## src/rtl/crossbar_pkg.sv

```systemverilog
// crossbar_pkg: shared types and width helpers for the N x M crossbar.
//   cmd_e          master/slave command encoding (read / write)
//   slave_state_e  per-slave grant FSM state
//   sel_w()        width of the slave-select field taken from the top address bits
//   mid_w()        width of a master index (owner / round-robin pointer)
package crossbar_pkg;

  typedef enum logic {
    CMD_READ  = 1'b0,
    CMD_WRITE = 1'b1
  } cmd_e;

  typedef enum logic {
    IDLE = 1'b0,
    BUSY = 1'b1
  } slave_state_e;

  function automatic int sel_w(input int num_slaves);
    return (num_slaves > 1) ? $clog2(num_slaves) : 1;
  endfunction

  function automatic int mid_w(input int num_masters);
    return (num_masters > 1) ? $clog2(num_masters) : 1;
  endfunction

endpackage

```

## src/rtl/crossbar_slave_port.sv

```systemverilog
// crossbar_slave_port: arbitration and return tracking for one slave port.
//   clock, reset  rising-edge clock, synchronous active-low reset
//   cand_i        masters currently eligible for this slave (req, decoded here, unowned)
//   slave_ack_i   acceptance pulse from the slave
//   owner_cmd_i   command of the current owner (decides whether a return follows)
//   busy_o        slave is serving owner_o
//   owner_o       master index currently granted
//   rd_pend_o     a read response is on slave_rdata this cycle
//   rd_owner_o    master that the pending read response belongs to
module crossbar_slave_port
  import crossbar_pkg::*;
#(
  parameter int NUM_MASTERS = 4,
  parameter int MID_W       = mid_w(NUM_MASTERS)
) (
  input  logic                   clock,
  input  logic                   reset,
  input  logic [NUM_MASTERS-1:0] cand_i,
  input  logic                   slave_ack_i,
  input  logic                   owner_cmd_i,
  output logic                   busy_o,
  output logic [MID_W-1:0]       owner_o,
  output logic                   rd_pend_o,
  output logic [MID_W-1:0]       rd_owner_o
);

  slave_state_e     state_q, state_d;
  logic [MID_W-1:0] owner_q, owner_d;
  logic [MID_W-1:0] ptr_q, ptr_d;
  logic             rd_pend_q, rd_pend_d;
  logic [MID_W-1:0] rd_owner_q, rd_owner_d;
  logic [MID_W-1:0] pick;

  // (base + offset) modulo NUM_MASTERS; NUM_MASTERS need not be a power of two.
  function automatic logic [MID_W-1:0] rr_index(input logic [MID_W-1:0] base, input int offset);
    int sum;
    sum = int'(base) + offset;
    if (sum >= NUM_MASTERS) sum -= NUM_MASTERS;
    return MID_W'(sum);
  endfunction

  // Scan from the farthest slot back to ptr so the last hit is the first
  // candidate at or after ptr.
  always_comb begin
    pick = ptr_q;
    for (int k = NUM_MASTERS - 1; k >= 0; k--) begin
      if (cand_i[rr_index(ptr_q, k)]) pick = rr_index(ptr_q, k);
    end
  end

  // NOTE: every signal written here gets a default first, so no path infers a latch.
  always_comb begin
    state_d    = state_q;
    owner_d    = owner_q;
    ptr_d      = ptr_q;
    rd_pend_d  = 1'b0;
    rd_owner_d = rd_owner_q;
    case (state_q)
      IDLE: begin
        if (|cand_i) begin
          state_d = BUSY;
          owner_d = pick;
        end
      end
      BUSY: begin
        if (slave_ack_i) begin
          state_d = IDLE;
          ptr_d   = rr_index(owner_q, 1);
          if (owner_cmd_i == CMD_READ) begin
            rd_pend_d  = 1'b1;
            rd_owner_d = owner_q;
          end
        end
      end
      default: state_d = IDLE;
    endcase
  end

  // NOTE: non-blocking assignments so every register samples pre-edge values.
  always_ff @(posedge clock) begin
    if (!reset) begin
      state_q    <= IDLE;
      owner_q    <= '0;
      ptr_q      <= '0;
      rd_pend_q  <= 1'b0;
      rd_owner_q <= '0;
    end else begin
      state_q    <= state_d;
      owner_q    <= owner_d;
      ptr_q      <= ptr_d;
      rd_pend_q  <= rd_pend_d;
      rd_owner_q <= rd_owner_d;
    end
  end

  assign busy_o     = (state_q == BUSY);
  assign owner_o    = owner_q;
  assign rd_pend_o  = rd_pend_q;
  assign rd_owner_o = rd_owner_q;

endmodule

```

## src/rtl/crossbar_nxm.sv

```systemverilog
// crossbar_nxm: N-master x M-slave request/acknowledge crossbar.
//   clock, reset        rising-edge clock, synchronous active-low reset
//   master_req/cmd      per-master request and command (0 read, 1 write)
//   master_addr/wdata   packed per-master address and write data
//   master_ack          one-cycle acceptance pulse back to the owning master
//   master_rdata        read data, one cycle after the read was acknowledged
//   slave_req/cmd       forwarded request and command per slave
//   slave_addr/wdata    forwarded full address and write data per slave
//   slave_ack           slave acceptance pulse
//   slave_rdata         slave read data, one cycle after a read acknowledge
// The top address bits select the slave; each slave has its own arbiter.
module crossbar_nxm
  import crossbar_pkg::*;
#(
  parameter int NUM_MASTERS = 4,
  parameter int NUM_SLAVES  = 4,
  parameter int ADDR_W      = 32,
  parameter int DATA_W      = 32
) (
  input  logic                          clock,
  input  logic                          reset,
  input  logic [NUM_MASTERS-1:0]        master_req,
  input  logic [NUM_MASTERS-1:0]        master_cmd,
  input  logic [NUM_MASTERS*ADDR_W-1:0] master_addr,
  input  logic [NUM_MASTERS*DATA_W-1:0] master_wdata,
  output logic [NUM_MASTERS-1:0]        master_ack,
  output logic [NUM_MASTERS*DATA_W-1:0] master_rdata,
  output logic [NUM_SLAVES-1:0]         slave_req,
  output logic [NUM_SLAVES-1:0]         slave_cmd,
  output logic [NUM_SLAVES*ADDR_W-1:0]  slave_addr,
  output logic [NUM_SLAVES*DATA_W-1:0]  slave_wdata,
  input  logic [NUM_SLAVES-1:0]         slave_ack,
  input  logic [NUM_SLAVES*DATA_W-1:0]  slave_rdata
);

  localparam int SelW = sel_w(NUM_SLAVES);
  localparam int MidW = mid_w(NUM_MASTERS);

  logic [SelW-1:0]        tgt       [NUM_MASTERS];
  logic [NUM_MASTERS-1:0] owned;
  logic [NUM_MASTERS-1:0] cand      [NUM_SLAVES];
  logic [NUM_SLAVES-1:0]  busy;
  logic [NUM_SLAVES-1:0]  rd_pend;
  logic [NUM_SLAVES-1:0]  owner_cmd;
  logic [MidW-1:0]        owner     [NUM_SLAVES];
  logic [MidW-1:0]        rd_owner  [NUM_SLAVES];

  always_comb begin
    for (int i = 0; i < NUM_MASTERS; i++) begin
      tgt[i] = master_addr[i*ADDR_W + ADDR_W - 1 -: SelW];
    end
  end

  // Masters already held by a busy slave are withheld from every arbiter.
  always_comb begin
    owned = '0;
    for (int s = 0; s < NUM_SLAVES; s++) begin
      for (int i = 0; i < NUM_MASTERS; i++) begin
        if (busy[s] && owner[s] == MidW'(i)) owned[i] = 1'b1;
      end
    end
  end

  always_comb begin
    for (int s = 0; s < NUM_SLAVES; s++) begin
      cand[s] = '0;
      for (int i = 0; i < NUM_MASTERS; i++) begin
        cand[s][i] = master_req[i] && (tgt[i] == SelW'(s)) && !owned[i];
      end
    end
  end

  always_comb begin
    owner_cmd = '0;
    for (int s = 0; s < NUM_SLAVES; s++) begin
      for (int i = 0; i < NUM_MASTERS; i++) begin
        if (owner[s] == MidW'(i)) owner_cmd[s] = master_cmd[i];
      end
    end
  end

  for (genvar s = 0; s < NUM_SLAVES; s++) begin : g_slave
    crossbar_slave_port #(
      .NUM_MASTERS (NUM_MASTERS),
      .MID_W       (MidW)
    ) u_port (
      .clock       (clock),
      .reset       (reset),
      .cand_i      (cand[s]),
      .slave_ack_i (slave_ack[s]),
      .owner_cmd_i (owner_cmd[s]),
      .busy_o      (busy[s]),
      .owner_o     (owner[s]),
      .rd_pend_o   (rd_pend[s]),
      .rd_owner_o  (rd_owner[s])
    );
  end

  // Forwarding muxes plus OR-reduction of per-slave ack/rdata contributions.
  // Outputs are forced to zero while reset is low so a late slave_ack or a
  // pending return never reaches a master during reset.
  always_comb begin
    slave_req    = '0;
    slave_cmd    = '0;
    slave_addr   = '0;
    slave_wdata  = '0;
    master_ack   = '0;
    master_rdata = '0;
    for (int s = 0; s < NUM_SLAVES; s++) begin
      for (int i = 0; i < NUM_MASTERS; i++) begin
        if (busy[s] && owner[s] == MidW'(i)) begin
          slave_req[s]                         = 1'b1;
          slave_cmd[s]                         = master_cmd[i];
          slave_addr[s*ADDR_W +: ADDR_W]       = master_addr[i*ADDR_W +: ADDR_W];
          slave_wdata[s*DATA_W +: DATA_W]      = master_wdata[i*DATA_W +: DATA_W];
          master_ack[i]                        = master_ack[i] | slave_ack[s];
        end
        if (rd_pend[s] && rd_owner[s] == MidW'(i)) begin
          master_rdata[i*DATA_W +: DATA_W] = master_rdata[i*DATA_W +: DATA_W]
                                           | slave_rdata[s*DATA_W +: DATA_W];
        end
      end
    end
    if (!reset) begin
      slave_req    = '0;
      slave_cmd    = '0;
      slave_addr   = '0;
      slave_wdata  = '0;
      master_ack   = '0;
      master_rdata = '0;
    end
  end

endmodule

```

## config.mk

```make
export PLATFORM = sky130hd
export DESIGN_NAME = crossbar_nxm
export DESIGN_NICKNAME = d
export VERILOG_FILES = /design/src/rtl/crossbar_pkg.sv /design/src/rtl/crossbar_slave_port.sv /design/src/rtl/crossbar_nxm.sv
export SDC_FILE = /design/constraint.sdc
export NUM_CORES = 1
export LEC_CHECK = 0
export CORE_AREA = 2 2 313 315
export DETAILED_ROUTE_END_ITERATION = 7
export DIE_AREA = 0 0 315 317
export DONT_BUFFER_PORTS = 1
export GPL_TIMING_DRIVEN = 0
export PLACE_DENSITY = 0.34
export SLEW_MARGIN = 20
export SYNTH_ARGS = -nofsm -noshare
export SYNTH_HDL_FRONTEND = slang
export SYNTH_SLANG_ARGS = --single-unit
```

## constraint.sdc

```tcl
create_clock -name clock -period 3.63 [get_ports clock]
set_input_delay 1.089 -clock clock [delete_from_list [all_inputs] [get_ports clock]]
set_output_delay 1.089 -clock clock [all_outputs]
set_load 0.01 [all_outputs]
```

# Word level (Yosys, flattened, before mapping)
# Cells that the tools add are included.
# word_totals
register_bits,32
wordCells,477
output_inout_bits,396
input_bits,398
# op_classes
order_cmp,36
reduce_logical,100
muxes,217
n_bitwise,32
add_sub_neg,36
eq_ne,36
# ops
cell,n
32-bit 2-to-1 mux,48
128-bit 2-to-1 mux,3
32-bit bitwise OR,12
1-bit 2-to-1 mux,107
2-bit 2-to-1 mux,36
1-bit logical AND,64
2-bit equality test (second input constant),24
3-bit >= comparator (second input constant),16
2-bit by 3-bit less-than comparator with 1-bit output (second input constant),16
2-bit by 1-bit subtractor with 2-bit output (second input constant),20
1-bit binary-select mux with 2-bit select,16
2-bit by 1-bit adder with 3-bit output (second input constant),8
2-bit by 2-bit adder with 3-bit output (second input constant),8
2-bit by 1-bit equality test with 1-bit output (second input constant),12
2-bit logical NOT,12
3-bit AND reduction,8
2-bit AND reduction,8
4-bit OR reduction,4
2-bit by 3-bit >= comparator with 1-bit output (second input constant),4
4-bit 2-to-1 mux,3
1-bit bitwise OR,12
1-bit inverter,8
1-bit case mux with 2 select lines,4
1-bit logical NOT,4

# Depth between registers and ports, before layout
# Gate-level depths: netlist of the first run.
# logic_depth
ltp_word,14
mapped_depth,10
mapped_depth_nobuf,7

# Cells and area by module
# A second synthesis of the first run with hierarchy kept.
# unflattened
hier_cells,1942
area_unflattened_um2,12827.3
# by_module_without_submodules
module,instances,seq_area_each_um2,area_per_inst_um2,cells_per_inst
crossbar_nxm,1,0.0,11360.9,1764
crossbar_slave_port (g_slave[0].u_port ...),3,160.2,366.6,44
crossbar_slave_port (g_slave[3].u_port),1,160.2,366.6,46

# Worst setup path after synthesis of the first run
# No wires, ideal clock.
# synth_path
path_type,input -> output
start,input reset
end,output master_rdata[38]
path_buffers,3
arrival_time_ns,2.075
cell_stages,5
required_ns,2.541
path_slack_ns,0.466
path_cell_list,clkbuf_1 > clkinv_1 > clkbuf_1 > buf_1 > a21oi_1
# synth_via
elab_chain_len,1
# synth_lines
element,line_no,rtl
"start, declared",crossbar_nxm.sv:21,"input logic reset,"
128-bit 2-to-1 mux,crossbar_nxm.sv:124,if (!reset) begin
"end, declared",crossbar_nxm.sv:27,"output logic [NUM_MASTERS*DATA_W-1:0] master_rdata,"
# No other way between the ends.

# Worst setup path after layout of the first run
# layout_path
start,input reset
end,output master_rdata[99]
# The elaborated chain is that of the path after synthesis.

==> flow_metrics.tcl, run 1 <==
set metrics [dict create \
    status "finished, final reports clean" \
    netlist.area_leader.share_pct 25.27 \
    synth_edf_count 0 \
    path_clk_slew_ps 60 \
    cts_max_path_buffers 2 \
    p_int_w 0.001486 \
    ant_nets 0 \
    worstMarginPinSlew_ps 943.4 \
    p_comb_share_pct 71.4 \
    ys.flop_type "dfxtp_1" \
    fillers 11310 \
    synth_cell_types 48 \
    rows 114 \
    critPathCaptureType "output pin" \
    synth_cells 2199 \
    p_sw_share_pct 54.72 \
    clock_sinks 32 \
    dp_hpwl_mm 92.39 \
    wire_per_inst_um 33.67 \
    r2r_setup_slack_ps 810 \
    power_frac_clock_pct 15.3 \
    slew_violations 0 \
    final_layout_size_suffix_gt1_share_pct 18.21 \
    grt_pass1_vias 18860 \
    dr_total_vias 19910 \
    relSlewSlack_pct 37.10 \
    worst_hold_slack_ps 516.4 \
    ys_warn_count 0 \
    ys_ff_latch 32 \
    power_density_nw_per_um2 196.2 \
    fin_crit_ps 3598 \
    fp.dieArea_um2 99860 \
    synth_area_leaders "a22oi_1 (25%), a21oi_1 (15%), mux2i_1 (15%)" \
    cts_hold_buf 0 \
    numCtsBuffers 5 \
    syn_area_per_cell_um2 6.160 \
    routed_via_density 5.706 \
    gp_congestion 0.9528 \
    finClkSkew_ps 5.711 \
    routed_wl_mm 117.5 \
    io_pins 794 \
    place.port_buffers 0 \
    clk_latency_ps 280 \
    stdcell_area_um2 16730 \
    syn_nets 2613 \
    hp-class "flop to flop" \
    rsz0062_at_grt "true" \
    drtPass1Iterations 6 \
    finalSetupViolations 0 \
    nNetsFinal 2626 \
    placed_area_um2 15210 \
    start_util_pct 14.07 \
    core-area_um2 96280 \
    yosys.area.top_type "a22oi_1" \
    synthesis.area_um2 13550 \
    chipHeight_um 317 \
    grt_max_degree 12 \
    pwr-share-seq_pct 13.3 \
    critPathRequiredTime_ps 2540 \
    die_w_um 315 \
    ys_seq_area_share_pct 4.729 \
    power.switching_w 0.001796 \
    power_leakage_nw 5.894 \
    startpoint_type "input pin" \
    grt_pass1_wl_mm 157.7 \
    crit_path_max_fanout 10 \
    vdd_drop_max_v 0.0001444 \
    dr.first_iter.drc_count 2465 \
    finalCritPeriodShare_pct 99.12 \
    hold_viol 0 \
    gr-total-overflow 0 \
    max_freq_mhz 277.9 \
    ys_async_sr_fraction_pct 0 \
    track_usage_pct 21.78 \
    remaining_drc_errors 0 \
    max_cap_viol_count 0 \
    cp.arrival_ps 2510 \
    clockRootBuffer "clkbuf_16" \
    worstSetupPathType "input pin to output pin" \
    area_growth_pct 23.50 \
    cts_tree "done" \
    antenna_found_initial 7 \
    h-tree-depth 2 \
]
cells in the final DEF, fill, tap and decap left out, drive strengths merged, types with 3 or more instances in the layout:
| cell type | count |
|---|---|
| nor2 | 412 |
| nand3 | 23 |
| inv | 14 |
| ha | 16 |
| and3 | 8 |
| a311oi | 3 |
| a41oi | 5 |
| and2 | 13 |
| nor2b | 10 |
| mux2i | 198 |
| dfxtp | 32 |
| nor3b | 6 |
| a21boi | 5 |
| clkbuf | 203 |
| nand4 | 10 |
| a211oi | 6 |
| o21ai | 22 |
| o211ai | 64 |
| o311a | 4 |
| buf | 63 |
| nand4b | 4 |
| a22oi | 456 |
| nand2 | 114 |
| a31oi | 7 |
| a221o | 64 |
| a21oi | 402 |
| nor3 | 10 |
| a222oi | 4 |
| nand2b | 6 |
area by class of cell:
| class | count | area [µm²] | area share (%) |
|---|---|---|---|
| sequential | 32 | 650.6 | 3.889 |
| inverter | 15 | 57.56 | 0.3440 |
| timing repair buffer | 8 | 100.1 | 0.5983 |
| buffer | 253 | 1420 | 8.489 |
| antenna | 1 | 2.502 | 0.01496 |
| tap | 1276 | 1597 | 9.543 |
| clock buffer | 5 | 125.1 | 0.7479 |
| multi-input combinational | 1897 | 12730 | 76.12 |
| clock inverter | 3 | 42.54 | 0.2543 |
power groups by stage:
stage	logic (W)	registers [W]	clock network, W
floorplan	0.00139	0.000417	0
global placement	0.00210	0.000440	0
detailed placement	0.00210	0.000439	0
CTS	0.00229	0.000433	0.000511
global route	0.00249	0.000442	0.000519
finish	0.00234	0.000437	0.000502
critical path, stage by stage:
cell and delay [ps]:
buf_2 200, clkinv_2 140, clkbuf_4 280, clkbuf_1 370, a21oi_1 410
layer usage:
metal	GRT usage, %	wire, µm	vias to the layer above
li1	-	-	8458
met1	26.84	46050	9837
met2	35.80	53690	1374
met3	6.430	12220	240
met4	7.933	5529	4
met5	0	21	-
cell families (layout without fill, tap and decap cells):
logic type	count (synthesis)	in the layout	synth area share [%]
compound gates	1057	1057	52.34
fa+ha+maj	16	16	1.478
buf+inv	270	284	7.731
flops	32	32	4.729
mux	198	198	14.63
other cells	0	1	0
simple gates	626	626	19.09
registers in the layout (all words and copies together) (netlist names):
register	count
g_slave.u_port.rd_pend_o	4
g_slave.u_port.ptr_q	8
g_slave.u_port.owner_o	8
g_slave.u_port.busy_o	4
g_slave.u_port.rd_owner_o	8
metrics by stage:
stage / TNS, ps / instances / worst slack (ps) / power [W] / utilization, %
finish: 0 / 3490 / 32.00 / 0.003282 / 17.38
CTS: -8.851 / 3489 / -7.935 / 0.003230 / 17.13
global placement: -331790 / 3475 / -1682 / 0.002539 / 15.73
detailed placement: -263170 / 3477 / -1367 / 0.002538 / 15.79
floorplan: 0 / 2199 / 466.2 / 0.001803 / -
global route: -96.99 / 3489 / -27.80 / 0.003448 / 17.37
final timing paths:
check	from	to	cells past startpoint
worst max register to register	g_slave[0].u_port.owner_o[0]$_SDFFE_PN0P_	g_slave[1].u_port.owner_o[0]$_SDFFE_PN0P_	7
worst max-delay path	reset	master_rdata[99]	5
worst min register to register	g_slave[2].u_port.owner_o[0]$_SDFFE_PN0P_	g_slave[2].u_port.ptr_q[0]$_SDFFE_PN0P_	1
worst min-delay path	g_slave[2].u_port.owner_o[0]$_SDFFE_PN0P_	g_slave[2].u_port.ptr_q[0]$_SDFFE_PN0P_	1
Yosys cell counts (all sizes together), types with 3 or more instances:
master,n
ha,16
o311a,4
nand2b,6
a211oi,6
a221o,64
a21oi,402
clkbuf,209
a41oi,5
and3,8
and2,13
inv,14
nand4,10
nor2b,10
buf,46
nand2,114
a311oi,3
a222oi,4
mux2i,198
a21boi,5
nor3b,6
o21ai,22
dfxtp,32
nand4b,4
nor2,412
a22oi,456
nor3,10
nand3,23
a31oi,7
o211ai,64
timing repair:
action | CTS | global route
endpoints found under the setup margin | 396 | 265
gates resized for setup | 390 | 102
pin swaps | 10 | 4
setup buffers | 6 | 0
Power figures use the tool's default switching activity.
==> run 2: changes to the inputs <==
Settings changed: CAP_MARGIN from default to 20.
==> flow_metrics.tcl, run 2 (synthesis results as in run 1) <==
set metrics [dict create \
    status "complete, but fails checks" \
    violations "DRC" \
    cts_hold_buf 0 \
    relSlewSlack_pct 39.93 \
    power_frac_clock_pct 15.4 \
    final_cells 3491 \
    p_int_w 0.001486 \
    final_layout_size_suffix_gt1_share_pct 17.03 \
    track_usage_pct 21.78 \
    antenna_found_initial 6 \
    chipHeight_um 317 \
    power_leakage_nw 5.914 \
    numCtsBuffers 5 \
    p_total_w 0.003275 \
    dr_total_vias 19810 \
    max_freq_mhz 278.0 \
    wire_per_inst_um 33.66 \
    dr.first_iter.drc_count 2348 \
    r2r_setup_slack_ps 810 \
    power.switching_w 0.001790 \
    clockRootBuffer "clkbuf_16" \
    slew_violations 0 \
    io_pins 794 \
    clock_sinks 32 \
    grt_pass1_wl_mm 157.4 \
    dpl_worst_slack_ps -1280 \
    startpoint_type "flop" \
    grt_max_degree 12 \
    place.port_buffers 0 \
    critPathRequiredTime_ps 2540 \
    die_w_um 315 \
    fp.dieArea_um2 99860 \
    p_comb_share_pct 71.3 \
    h-tree-depth 2 \
    pwr-share-seq_pct 13.3 \
    p_sw_share_pct 54.65 \
    drtPass1Iterations 8 \
    gr-total-overflow 0 \
    clk_latency_ps 290 \
    worst_slack_ps 33.26 \
    rows 114 \
    rr_startpoint "g_slave[0].u_port.owner_o[0]$_SDFFE_PN0P_" \
    area_growth_pct 22.87 \
    vdd_drop_max_v 0.0001526 \
    ant_nets 0 \
    hold_viol 0 \
    core-area_um2 96280 \
    nNetsFinal 2627 \
    critPathCaptureType "output pin" \
    finalSetupViolations 0 \
    remaining_drc_errors 11 \
    start_util_pct 14.07 \
    cts_max_path_buffers 2 \
    hold_end "g_slave[2].u_port.ptr_q[0]$_SDFFE_PN0P_" \
    power_density_nw_per_um2 196.8 \
    reg2reg_depth 7 \
    worstSetupPathType "flop to output pin" \
    cp.arrival_ps 2510 \
    routed_wl_mm 117.5 \
    final_common_cell "a22oi_1" \
    hp-class "flop to flop" \
    min_from "g_slave[2].u_port.owner_o[0]$_SDFFE_PN0P_" \
    dp_cells 3479 \
    routed_via_density 5.675 \
    cts_tree "done" \
    finalCritPeriodShare_pct 99.08 \
    crit_path_max_fanout 10 \
    worst_hold_slack_ps 509.2 \
    max_cap_viol_count 0 \
    path_clk_slew_ps 60 \
    gp_congestion 0.9528 \
    finClkSkew_ps 6.670 \
    grt_pass1_vias 18860 \
    worstMarginPinSlew_ps 893.1 \
    fin_crit_ps 3597 \
    dp_hpwl_mm 92.45 \
    worstReg2RegEnd "g_slave[1].u_port.owner_o[0]$_SDFFE_PN0P_" \
    hold_path_depth 1 \
    utilization_pct 17.29 \
    mostFrequentLayoutCells "a22oi_1 (438), nor2_1 (347), a21oi_1 (340), mux2i_1 (198), nand2_1 (107)" \
]
-- run 2: cell types whose count changed in the layout (fill, tap and decap cells not counted), moves of 4 or more --
| cell | change |
|---|---|
| nor2_1 | +6 |
| buf_2 | -4 |
| a21oi_2 | -17 |
| a21oi_4 | -4 |
| nor2_2 | -6 |
| a21oi_1 | +21 |
-- run 2: per-stage QoR --
stage	setup TNS, ps	area (µm²)
5_1_grt	-12.31	16640
3_5_place_dp	-262970	15220
2_1_floorplan	0	13550
4_1_cts	-32.88	16470
3_3_place_gp	-331790	15140
6_report	0	16640
-- run 2: final cells by class --
class,instances,area (µm²)
Buffer,253,1441
Tap cell,1276,1597
Multi-Input combinational cell,1897,12620
Clock buffer,5,125.1
Fill cell,11320,79640
Timing Repair Buffer,9,111.4
Clock inverter,3,42.54
Antenna cell,1,2.502
Sequential cell,32,651.9
Inverter,15,57.56
-- run 2: metal layers --
metal	vias to the layer above	routed length [µm]	global-route usage, %
li1	8467	-	-
met4	4	5705	8.755
met3	244	12110	6.574
met1	9728	46060	26.67
met5	-	25	0
met2	1370	53610	35.54
-- run 2: how the worst max path moves through the flow --
stage                             to  slack [ps]                                      start  cells after the start
global placement     slave_wdata[96]       -1680                                      reset                      5
finish               slave_wdata[58]          30  g_slave[1].u_port.owner_o[1]$_SDFFE_PN0P_                      7
detailed placement   slave_wdata[98]       -1280                                      reset                      6
global route         slave_wdata[58]          -7  g_slave[1].u_port.owner_o[1]$_SDFFE_PN0P_                      9
floorplan           master_rdata[38]         470                                      reset                      5
CTS                   slave_addr[61]         -20  g_slave[1].u_port.owner_o[0]$_SDFFE_PN0P_                      8
-- run 2: power by group through the flow --
stage,clock (W),sequential (W),combinational [W]
floorplan,0,0.000417,0.00139
global placement,0,0.000440,0.00210
detailed placement,0,0.000439,0.00211
CTS,0.000510,0.000433,0.00228
global route,0.000526,0.000442,0.00248
finish,0.000503,0.000437,0.00234
-- run 2: worst max-delay path: stages (launching register included) --
cell	delay, ps
dfxtp_1	440
ha_2	320
and2_2	260
clkbuf_4	250
buf_8	180
clkbuf_2	310
a22oi_1	160
nor2_2	280
-- run 2: repair_timing --
item / in CTS / in global routing
gates resized for setup: 379 / 87
buffers inserted: 5 / 0
endpoints found under the setup margin: 396 / 263
pin swaps: 9 / 6
==> run 3: changes to the inputs <==
Settings changed: GPL_ROUTABILITY_DRIVEN from default to 0, HOLD_SLACK_MARGIN from default to 0.1.
==> results of run 3 <==
Same layout as run 2: the final DEF is identical, and so are final timing and power.
